<file path="config.mk">
export PLATFORM = sky130hd
export DESIGN_NAME = stage_one
export DESIGN_NICKNAME = d
export VERILOG_FILES = /design/src/rtl/stage_one.sv
export SDC_FILE = /design/constraint.sdc
export NUM_CORES = 1
export LEC_CHECK = 0
export CORE_ASPECT_RATIO = 0.75
export CORE_MARGIN = 1.5
export CORE_UTILIZATION = 56
export DETAILED_ROUTE_END_ITERATION = 10
export PLACE_DENSITY = 0.81
export RECOVER_POWER = 100
export SLEW_MARGIN = 20
export SYNTH_ARGS = -nofsm -noshare
export SYNTH_HDL_FRONTEND = slang
export SYNTH_SLANG_ARGS = --single-unit
</file>
<file path="constraint.sdc">
create_clock -name clk -period 5.9 [get_ports clk]
set_input_delay 1.18 -clock clk [delete_from_list [all_inputs] [get_ports clk]]
set_output_delay 1.18 -clock clk [all_outputs]
set_load 0.03 [all_outputs]
</file>
<file path="src/rtl/stage_one.sv">
// Instruction-fetch stage: PC register, next-PC select, return-address stack
// and the IF/ID pipeline register feeding decode.
module stage_one #(
    parameter logic [31:0] RESET_PC    = 32'h0000_0000,
    parameter int          STACK_DEPTH = 8
) (
    input  logic        clk,
    input  logic        rst,
    input  logic [2:0]  pcSrc,
    input  logic        PCWrite,
    input  logic        push,
    input  logic        pop,
    input  logic [25:0] out_jump,
    input  logic [31:0] word_sign,
    input  logic [31:0] readData1,
    output logic [31:0] imem_addr,
    input  logic [31:0] imem_rdata,
    output logic [31:0] instruction,
    output logic [31:0] id_pc4,
    output logic        stack_empty,
    output logic        stack_full,
    output logic        stack_err
);

    localparam int AW  = (STACK_DEPTH > 1) ? $clog2(STACK_DEPTH) : 1;
    localparam int SPW = AW + 1;

    logic [31:0]    pc_q, pc_d;
    logic [31:0]    instr_q, instr_d;
    logic [31:0]    id_pc4_q, id_pc4_d;
    logic [SPW-1:0] sp_q, sp_d;
    logic           err_q, err_d;
    logic [31:0]    stack_q [STACK_DEPTH];

    logic           wr_en;
    logic [AW-1:0]  wr_idx;
    logic [SPW-1:0] sp_m1;
    logic [31:0]    pc4, br_target, ret_target;
    logic           redirect;

    assign sp_m1       = sp_q - SPW'(1);
    assign stack_empty = (sp_q == '0);
    assign stack_full  = (sp_q == SPW'(STACK_DEPTH));
    assign stack_err   = err_q;
    assign imem_addr   = pc_q;
    assign instruction = instr_q;
    assign id_pc4      = id_pc4_q;

    assign pc4        = pc_q + 32'd4;
    assign br_target  = id_pc4_q + {word_sign[29:0], 2'b00};
    // Return target always reads the top before any same-cycle stack update.
    assign ret_target = stack_empty ? RESET_PC : stack_q[sp_m1[AW-1:0]];

    always_comb begin
        pc_d     = pc_q;
        instr_d  = instr_q;
        id_pc4_d = id_pc4_q;
        redirect = 1'b0;
        if (PCWrite) begin
            redirect = 1'b1;
            case (pcSrc)
                3'b001:  pc_d = br_target;
                3'b010:  pc_d = {id_pc4_q[31:28], out_jump, 2'b00};
                3'b011:  pc_d = readData1;
                3'b100:  pc_d = ret_target;
                default: begin
                    pc_d     = pc4;
                    redirect = 1'b0;
                end
            endcase
            if (redirect) begin
                instr_d  = 32'd0;
                id_pc4_d = 32'd0;
            end else begin
                instr_d  = imem_rdata;
                id_pc4_d = pc4;
            end
        end
    end

    always_comb begin
        sp_d   = sp_q;
        err_d  = err_q;
        wr_en  = 1'b0;
        wr_idx = sp_q[AW-1:0];
        if (PCWrite) begin
            if (push && pop) begin
                // Replace the top in place; on an empty stack this degrades to a push.
                wr_en = 1'b1;
                if (stack_empty) begin
                    wr_idx = '0;
                    sp_d   = SPW'(1);
                    err_d  = 1'b1;
                end else begin
                    wr_idx = sp_m1[AW-1:0];
                end
            end else if (push) begin
                if (!stack_full) begin
                    wr_en = 1'b1;
                    sp_d  = sp_q + SPW'(1);
                end else begin
                    err_d = 1'b1;
                end
            end else if (pop) begin
                if (!stack_empty) begin
                    sp_d = sp_m1;
                end else begin
                    err_d = 1'b1;
                end
            end
        end
    end

    always_ff @(posedge clk or negedge rst) begin
        if (!rst) begin
            pc_q     <= RESET_PC;
            instr_q  <= 32'd0;
            id_pc4_q <= 32'd0;
            sp_q     <= '0;
            err_q    <= 1'b0;
        end else begin
            pc_q     <= pc_d;
            instr_q  <= instr_d;
            id_pc4_q <= id_pc4_d;
            sp_q     <= sp_d;
            err_q    <= err_d;
        end
    end

    always_ff @(posedge clk) begin
        if (wr_en) begin
            stack_q[wr_idx] <= id_pc4_q;
        end
    end

endmodule
</file>
Word-level counts from Yosys, hierarchy flattened --
Memories as Yosys holds them, arrays and structs flattened. Index checks and enable logic that the tools add are counted. Widths: inputs -> output; s select.
Cells by class: mux-type cells 26, equal/unequal tests 9, add/subtract/negate cells 4, reductions and logical operators 6
Operators with widths (number):
- $pmux 32 s4 | 1
- $mux 32 | 3
- $add 32x3->32 const B | 1
- $add 32x32->32 | 1
- $mux 4 | 6
- $mux 1 | 13
- $mux 3 | 3
- $eq 3x2->1 const B | 2
- $ne 3x2->1 const B | 2
- $reduce_and 5->1 | 1
- $add 4x1->4 const B | 1
- $eq 4x4->1 const B | 1
- $logic_not 4->1 | 1
- $reduce_or 4->1 | 1
- $sub 4x1->4 const B | 1
- $eq 3x1->1 const B | 1
- $eq 3x3->1 const B | 1
- $ne 3x1->1 const B | 1
- $reduce_and 3->1 | 1
- $reduce_bool 3->1 | 1
- $ne 2x2->1 const B | 1
- $logic_and 1x1->1 | 1
Storage, ports and cells: memories kept 1, logic and storage cells 51, bits in writable memories 256, input port bits 130, flip-flop bits (word level) 101, output and inout bits 99
Memory list:
- stack_q | depth 8, bits a word 32, rd ports 1, clocked after Yosys merged registers in 0, wr ports 1, line 33 | logic [31:0] stack_q [STACK_DEPTH];

Longest topological paths before layout --
depth in word-level cells 7, depth in mapped cells 13, mapped depth without buffers 9

Worst setup path after synthesis --
Ideal clock, no wire load.
path type flip-flop to flip-flop, from register sp_q[0], to memory stack_q[2][0] (enable), buffers on the path 3, required time 5.439 ns, slack 1.020 ns, setup time 0.461 ns, cell stages (with the launch flop) 11, clock period less this slack 4.880 ns, arrival time 4.419 ns, path through dfrtp_1 buf_4 buf_2 buf_2 inv_1 ha_1 or3b_1 inv_1 nor3_1 a21o_1 nor3_1
Between the ends: elaborated cells on any way between the ends 12, classes of those cells 1 x add/sub; 1 x eq/ne; 9 x mux; 1 x reduce/logical
RTL lines:
- from (decl) | line 31 | logic [SPW-1:0] sp_q, sp_d;
- from (signal assigned) | line 125 | sp_q <= sp_d;
- $logic_not 4->1 | line 42 | assign stack_empty = (sp_q == '0);
- named net stack_empty | line 20 | output logic stack_empty,
- $mux 3 | line 90 | if (stack_empty) begin
- $mux 3 | line 87 | if (push && pop) begin
- $mux 3 | line 86 | if (PCWrite) begin
- to (decl) | line 33
The timed path passes the listed nets, and every way through them passes these cells.

Worst setup path after layout --
from input port push, to memory stack_q[1][8] (enable)
Between the ends: longest elaborated chain between the ends 5, elaborated cells on any way between the ends 8, classes of those cells 7 x mux; 1 x reduce/logical
RTL lines:
- from (decl) | line 11 | input logic push,
- $mux 1 or $logic_and 1x1->1 (tied branches) | line 97, 87
- $mux 1 | line 87
- $mux 1 | line 86
- $mux 1 | line 131 | if (wr_en) begin
- $mux 1 (not written as such) | line 132 | stack_q[wr_idx] <= id_pc4_q;
Parallel ways exist; a longest one is shown, timed or not.

==> run_results.csv <==
group,metric,value,unit
synthesis,ys_seq_area_share,59.4,%
grt,first_global_vias,11908,
layout,nets,1662,
synthesis,synth_area,0.0172,mm²
worst_setup_path,cp_max_fo,32,
sta,slew_headroom,-133,%
synthesis,yosys_warnings,0,
cts,cts_buffers,35,
power,seq_power_share,38.4,%
layout,final_cell_area,0.0210,mm²
status,violations,"max-capacitance violations, max-slew violations",
routing,viasPerCell,6.44,
run,drv_cap,7,
cts,cts.sinks,357,
cts,cts_tree,"yes",
cts,cts-root-buf,"clkbuf_16",
cts,ctsResizeCount,0,
grt,track_usage,31.7,%
synthesis,synth_top_area_share,44.7,%
cts,clkSlewWorstSetupHoldPaths,60,ps
power,ir_drop,385,µV
placed_design,hpwlAfterDp,34.0,mm
floorplan,io_pins,229,
floorplan,dieArea,0.0318,mm²
worst_setup_path,required,6000,ps
routing,drt_wl_total,49.9,mm
power,power.total,9.18,mW
sta,clock.fmax,0.206,GHz
power,p_comb_share,36.4,%
status,status,"complete, but fails checks",
cts,clockBufferDepth,3,
floorplan,rows,55,
synthesis,yosys-top-cells-area,"edfxtp_1, dfrtp_1, mux4_2, mux2i_1, nand2_1",
routing,avgRoutedWirePerCell,26.0,µm
sta,setup_viol,0,
grt,antenna_found_initial,0,
synthesis,synthCells,1284,
sta,max_slew.worst_pin.slew,3490,ps
power,p_int,5.87,mW
placed_design,place_congestion,0.976,
sta,finalHoldViolCount,0,
worst_setup_path,worst-setup-path-type,"in -> reg",
cts,post-cts-setup-buffers,0,
synthesis,ys_seq_elements,357,
sta,slew_viol_final,255,
grt,grt_max_degree,60,
synthesis,synth_area_per_cell,13.4,µm²
synthesis,ys_async_sr_fraction,28.3,%
synthesis,synth_nets,1448,
worst_hold_path,hp-class,"reg -> reg",
routing,drc,0,
sta,fin_worst_skew,17.5,ps
sta,fin_crit_sh,82.3,%
power,clkPwrFrac,25.2,%
sta,rsz0062_at_grt,"false",
synthesis,yosys.area.top_type,"edfxtp_1",
power,leakage,7.80,nW
placed_design,dpl_cell_area,0.0199,mm²
grt,overflow,0,
synthesis,synth-edff-count,256,
synthesis,synthFlopType,"edfxtp_1",
sta,timing.setup.tns,0,ps
layout,drive_above_1_share,10.9,%
synthesis,synth.distinct_cells,75,
layout,n_antenna_cell,0,
power,switching_share,36.0,%
routing,ant_nets,0,
layout,syn_to_final_growth,22.2,%
cts,clk-insertion-delay-late,540,ps
layout,n_fill_cell,2083,
power,p_switching,3.31,mW
layout,final_cell_mix,"edfxtp_1, clkdlybuf4s50_1, nand2_1",
routing,drtIter0Drc,1298,
floorplan,die_x,205,µm
floorplan,start_util,56.9,%
power,powerDensity,437,mW/mm²
cts,cts_hold_buffers,0,
routing,dr.pass1.iters,8,
worst_setup_path,start_kind,"primary input",
sta,period_minus_slack,4860,ps
layout,final_common_cell,"edfxtp_1",
worst_setup_path,arrival,4960,ps
placed_design,port_buffers,226,
floorplan,die_y,155,µm
cts,htree_num_levels,2,
worst_setup_path,critPathCaptureType,"flip-flop",
floorplan,core,0.0302,mm²
routing,vias,12379,
grt,grt_pass1_wl,73.8,mm
cell families after synthesis:
family                   count (synthesis)  share of synthesized area, %
AND/OR/NAND/NOR                        302                          8.81
XOR/XNOR                                53                          2.70
AO/OA/AOI/OAI                          317                          12.4
flip-flops                             357                          59.4
buffers and inverters                  103                          2.60
multiplexers                           118                          11.6
adder cells (fa/ha/maj)                 34                          2.52
final timing paths:
kind | from | to | slack [ps] | cells past startpoint
worst max-delay path | push | stack_q[1][8]$_DFFE_PP_ | 1040 | 6
worst min-delay path | stack_err$_DFFE_PN0P_ | stack_err$_DFFE_PN0P_ | 460 | 1
worst max register to register | sp_q[0]$_DFFE_PN0P_ | stack_q[1][8]$_DFFE_PP_ | 1070 | 9
worst min register to register | stack_err$_DFFE_PN0P_ | stack_err$_DFFE_PN0P_ | 460 | 1
max in group asynchronous | rst | sp_q[0]$_DFFE_PN0P_ | 1630 | 1
min in group asynchronous | rst | instruction[0]$_DFFE_PN0P_ | 1830 | 1
cell type report:
| type | instances | area [µm²] | share of cell area [%] |
|---|---|---|---|
| timing repair buffer | 254 | 2410 | 11.5 |
| sequential | 357 | 10200 | 48.6 |
| multi-input combinational | 824 | 6600 | 31.4 |
| inverter | 26 | 97.6 | 0.465 |
| tap | 399 | 499 | 2.38 |
| clock buffer | 46 | 947 | 4.51 |
| clock inverter | 16 | 233 | 1.11 |
registers in the layout, summed over array words and instances, names as in the netlist:
register and cells:
instruction 32, sp_q 4, stack_q 256, imem_addr 32, id_pc4 32, stack_err 1
power groups by stage:
stage,registers (mW),logic (mW),clock network [mW]
global route,3.56,3.55,2.42
CTS,3.51,3.39,2.33
finish,3.52,3.34,2.31
detailed placement,3.56,3.37,0
floorplan,3.62,2.06,0
global placement,3.53,3.32,0
per-stage QoR:
step / hold slack (ps) / setup slack (ps) / cells / utilization, %
2_1_floorplan: 502 / 1020 / 1284 / -
3_3_place_gp: 453 / 1800 / 1860 / 65.9
3_5_place_dp: 457 / 1750 / 1860 / 65.9
4_1_cts: 466 / 1730 / 1922 / 69.8
5_1_grt: 464 / 821 / 1922 / 69.5
6_report: 460 / 1040 / 1922 / 69.5
cell usage after synthesis (all sizes together), types with 5 or more instances:
library cell,n
nor2b,7
o21a,7
or2,5
nor4,5
nand2,114
and2,5
inv,26
nand3,31
a21oi,66
nand4,18
edfxtp,256
a311oi,8
xnor2,32
and4,7
o22ai,36
a22o,22
mux2i,50
a211oi,9
o21ai,65
o2bb2ai,38
dfrtp,101
mux4,64
nor3,18
nor2,58
a31oi,6
clkbuf,35
xor2,21
a22oi,10
nand2b,8
a21o,13
and3,6
ha,33
buf,42
layer usage:
| layer | share of wire, % | global-route usage [%] |
|---|---|---|
| met1 | 42 | 46.7 |
| met3 | 11 | 7.27 |
| met2 | 45 | 47.8 |
| met4 | 2.6 | 8.52 |
| met5 | 0 | 0 |
worst max-delay path: stages:
cell	delay, ps
dlygate4sd3_1	920
nand3_1	170
a21oi_1	540
nand2b_1	260
nor2_4	120
clkbuf_1	1740
Power figures use the tool's default switching activity.
